[src/rtl/fifo_pkg.sv]
// Shared widths, buffer depth and byte type for the syn_fifo read-side logic.
package fifo_pkg;
    localparam int DW_DEFAULT    = 8;
    localparam int CNT_W_DEFAULT = 16;
    localparam int RDBUF_DEPTH   = 2;

    typedef logic [DW_DEFAULT-1:0] byte_t;
endpackage

[src/rtl/skid_buf2.sv]
// Two-entry ring buffer absorbing FIFO read latency; head is registered storage.
module skid_buf2
    import fifo_pkg::*;
#(
    parameter int DW = DW_DEFAULT
) (
    input  logic          clk,
    input  logic          rst,
    input  logic          flush,
    input  logic          push,
    input  logic [DW-1:0] din,
    input  logic          pop,
    output logic [1:0]    occ,
    output logic [DW-1:0] head
);
    logic [DW-1:0] mem [RDBUF_DEPTH];
    logic          hd;
    logic          tl;

    // Tail sits one past head only when exactly one entry is held; at occ=2
    // the tail aliases the head slot, which is only written while it is popped.
    assign tl   = hd ^ occ[0];
    assign head = mem[hd];

    always_ff @(posedge clk or posedge rst) begin
        if (rst) begin
            mem[0] <= '0;
            mem[1] <= '0;
            hd     <= 1'b0;
            occ    <= 2'd0;
        end else if (flush) begin
            hd  <= 1'b0;
            occ <= 2'd0;
        end else begin
            if (push) mem[tl] <= din;
            if (pop)  hd <= ~hd;
            if (push && !pop)      occ <= occ + 2'd1;
            else if (!push && pop) occ <= occ - 2'd1;
        end
    end
endmodule

[src/rtl/fifo_rd_stream.sv]
// Read engine for syn_fifo: issues re against the empty flag and streams bytes out
// through a 2-entry buffer on a valid/ready interface.
module fifo_rd_stream
    import fifo_pkg::*;
#(
    parameter int DW    = DW_DEFAULT,
    parameter int CNT_W = CNT_W_DEFAULT
) (
    input  logic             clk,
    input  logic             rst,
    input  logic             en,
    input  logic             flush,
    input  logic             fifo_e,
    output logic             fifo_re,
    input  logic [DW-1:0]    fifo_dout,
    output logic             m_valid,
    input  logic             m_ready,
    output logic [DW-1:0]    m_data,
    output logic [CNT_W-1:0] rd_cnt,
    output logic             busy
);
    logic [1:0]       occ;
    logic             inflight;
    logic             pop;
    logic             pop_eff;
    logic             push;
    logic [2:0]       level;
    logic [CNT_W-1:0] cnt_q;

    assign m_valid = (occ != 2'd0);
    assign pop     = m_valid && m_ready;
    assign pop_eff = pop && !flush;
    assign push    = inflight && !flush;

    // Bytes that will occupy the buffer after this cycle if no new read is issued.
    assign level   = {1'b0, occ} + {2'b00, inflight} - {2'b00, pop};
    assign fifo_re = !rst && en && !flush && !fifo_e && (level < 3'd2);

    always_ff @(posedge clk or posedge rst) begin
        if (rst) begin
            inflight <= 1'b0;
            cnt_q    <= '0;
        end else begin
            inflight <= fifo_re;
            if (pop_eff) cnt_q <= cnt_q + CNT_W'(1);
        end
    end

    skid_buf2 #(.DW(DW)) u_buf (
        .clk   (clk),
        .rst   (rst),
        .flush (flush),
        .push  (push),
        .din   (fifo_dout),
        .pop   (pop_eff),
        .occ   (occ),
        .head  (m_data)
    );

    assign rd_cnt = cnt_q;
    assign busy   = (occ != 2'd0) || inflight;
endmodule

[config.mk]
export PLATFORM = sky130hd
export DESIGN_NAME = fifo_rd_stream
export DESIGN_NICKNAME = d
export VERILOG_FILES = /design/src/rtl/fifo_pkg.sv /design/src/rtl/skid_buf2.sv /design/src/rtl/fifo_rd_stream.sv
export SDC_FILE = /design/constraint.sdc
export NUM_CORES = 1
export LEC_CHECK = 0
export CORE_UTILIZATION = 35
export CTS_CLUSTER_SIZE = 8
export DETAILED_ROUTE_END_ITERATION = 7
export DONT_BUFFER_PORTS = 1
export GPL_TIMING_DRIVEN = 1
export PLACE_DENSITY = 0.56
export SLEW_MARGIN = 20
export SYNTH_ARGS = -nofsm -noshare
export SYNTH_HDL_FRONTEND = slang
export SYNTH_HIERARCHICAL = 1
export SYNTH_SLANG_ARGS = --single-unit
[constraint.sdc]
create_clock -name clk -period 2.37 [get_ports clk]
set_clock_uncertainty 0.15 [all_clocks]
set_input_delay 0.474 -clock clk [delete_from_list [all_inputs] [get_ports clk]]
set_output_delay 0.474 -clock clk [all_outputs]
set_load 0.02 [all_outputs]
==> impl_results.md <==
* Worst EP arrival at 2.03 ns
* H-tree levels at 2
* Power per cell area at 743 nW/um^2
* Port Buf Inserts at 0
* CP Launch Point: u_buf/occ[1]
* Unrepaired setup endpoints after global routing: true
* Critical path type: register to primary output
* Worst path max stage delay at 0.53 ns
* Worst skew pair latency at around 0.29 ns
* GRT overflow at 0
* CTS Buf Count at 5
* Endpoint class of the critical path: primary output
* FMAX at 377 MHz
* Core area at 4750 sq um
* Worst R2R End: inflight
* Period utilization at 112%
* Average cell area after synthesis at between 10 and 15 sq um
* FF-to-FF Start: u_buf/occ[1]
* Synth Net Count at 148
* Final Cell Area at 1990 sq um
* Final setup fails at 1
* Reg clk slew, reported paths at 0.08 ns
* GPL Wtd Cong at 0.733
* Clock root buffer: clkbuf_8
* Crit path max-delay family: adder cells
* DIE HEIGHT at 72.4 um
* Number of diodes at 0
* R2R setup slack at 0.40 ns
* CP max-delay cell: fa_2
* Critical-path cell list: o21ai_4, inv_2, ha_4, nand2b_4, fa_2, and3_4
* Initial core utilization at 36.4%
* Die Area at 5240 sq um
* Slew HR at a little over half
* Number of cells on the critical path at 6
* IO Count at 41
* Ys Warns at 6
* R2R depth at 6
* Post-Syn Area at 1730 sq um
* Failing checks: negative setup slack
* Antenna Nets Post-Route at 0
* Area Overhead vs Synth at 14.7%
* Count of cell types in the netlist at 29
* # rows at 25
* Layout cells sized above 1 at 38.0%
* Clk sinks at 36
* Drt total wl at 3.23 mm
* Post-DP Area at approximately 1800 sq um
* CP endpoint: fifo_re
* Post-Synthesis Cells at between 100 and 150
* Max-capacitance violation count at 0
* Hold Vio Cnt, Final at 0
* Final Critical Period at ~2.7 ns
* First-pass GRT wire length at 5.13 mm
* CP max FO at 2
* GRT Total Usage at 13.4%
* Initial antenna violation count at 0
* Outcome: complete, but fails checks
* NumNets Final at 158
* Via/cell ratio at 4.97
* Largest net degree at the start of global routing at 20
* Vias at 1,038
* Die X at 72.4 um
* First DRT Iteration DRCs at 44
* Min setup slack post-route at -0.286 ns
* Hold Slack at 0.00209 ns
* Register area share after synthesis at about 52%
* Hold Crit Class: input pin to async pin
* Crit path buf inv count at 1
* Vias in the first global route at 1,058
* WP data required at 1.75 ns
* Clock buffer depth at 2
* Post-CTS Setup Inserts at 0
* CP Launch Type: register
* Pins Over Slew Limit at 0
* DP Wirelength at 2.34 mm
* Maximum vdd drop at 0.291 mV
* DRC at 0
* Routed WL per cell at 15.4 um
* Pre-antenna DRT Iters at 4
* LEAKAGE at 0.890 nW
* FF+latch count, synth at 36
* Worst slew pin tran at 0.710 ns
* CTS tree: yes
==> layer usage <==
metal / global-route usage, % / vias to the layer above / wire length, um
met5: 0 / - / 0
met4: 4.58 / 0 / 40
met3: 6.11 / 5 / 250
met2: 24.5 / 33 / 1710
met1: 13.3 / 523 / 1220
li1: - / 477 / -
==> through the flow <==
step	setup TNS, ns	total power [mW]	utilization, %	worst slack, ns	std cells
6_report	-0.286	1.48	41.8	-0.286	209
5_1_grt	-0.366	1.55	41.8	-0.366	209
4_1_cts	-0.327	1.51	41.8	-0.327	209
3_3_place_gp	0	0.920	38.8	0.0120	201
3_5_place_dp	-0.0594	0.935	38.8	-0.0594	201
2_1_floorplan	-0.191	0.896	-	-0.191	131
==> state kept, by name, indices dropped and copies added (netlist names) <==
name and cells:
u_buf/occ 2, rd_cnt 16, u_buf/mem 16, inflight 1
u_buf/hd 1
==> worst min path at each step <==
| stage | depth (start not counted) | slack, ns | from | to |
|---|---|---|---|---|
| final | 1 | 0.002 | rst | rd_cnt[1] |
| after global routing | 1 | 0.05 | rst | inflight |
| after CTS | 1 | 0.01 | rst | rd_cnt[1] |
| after detailed placement | 1 | 0.34 | rst | inflight |
| after global placement | 1 | 0.33 | rst | inflight |
| after floorplan | 1 | 0.25 | rst | inflight |
==> final cells by class <==
| type | count | area, sq um |
|---|---|---|
| Clock buffer | 5 | 68.8 |
| Clock inverter | 3 | 46.3 |
| Fill cell | 447 | 2770 |
| Inverter | 4 | 15.0 |
| Multi-Input combinational cell | 90 | 841 |
| Sequential cell | 36 | 902 |
| Tap cell | 67 | 83.8 |
| Timing Repair Buffer | 4 | 30.0 |
==> cells by family after synthesis <==
kind of cell | synth area share [%]
adder cells (fa/ha/maj) | 2.60
AO/OA/AOI/OAI | 1.23
buffers and inverters | 1.52
XOR/XNOR | 10.0
flip-flops | 52.0
AND/OR/NAND/NOR | 16.4
multiplexers | 16.2
==> cells in the mapped netlist, drive strengths merged <==
master / instances / share of area (%)
and3b: 1 / 0.51
o21ai: 2 / 1.2
nor2: 4 / 1.0
nor4b: 1 / 0.51
nor4: 2 / 2.5
or3: 1 / 0.36
or2: 1 / 0.36
nand3b: 1 / 0.65
xor2: 4 / 2.0
nand4: 5 / 1.8
ha: 2 / 1.4
buf: 1 / 0.65
xnor2: 15 / 8.0
and2: 2 / 0.72
and3: 2 / 0.72
mux2: 25 / 16
nor3b: 3 / 1.9
nand3: 5 / 1.4
fa: 1 / 1.2
dfrtp: 36 / 52
inv: 4 / 0.87
nor3: 5 / 2.0
nand2: 7 / 1.5
nand2b: 1 / 0.36
==> layout by cell type (no fill, tap or decap), drive strengths merged, types with 3 or more instances in the layout <==
cell,netlist,final
nand3,5,5
mux2,25,25
dfrtp,36,36
clkbuf,0,5
buf,1,4
nor3b,3,3
nor2,4,4
nand4,5,5
xnor2,15,15
inv,4,5
nand2,7,7
nor3,5,5
xor2,4,4
==> power breakdown <==
part / switching [mW] / internal (mW)
combinational: 0.104 / 0.0846
clock: 0.237 / 0.317
sequential: 0.0637 / 0.671
==> timing repair <==
| item | in CTS | in global routing |
|---|---|---|
| hold endpoints to repair | 0 | 0 |
| hold buffers | 0 | 0 |
| pin swaps | 3 | 2 |
| setup endpoints to repair | 1 | 1 |
| gates resized for setup | 4 | 0 |
Power figures use the tool's default switching activity.
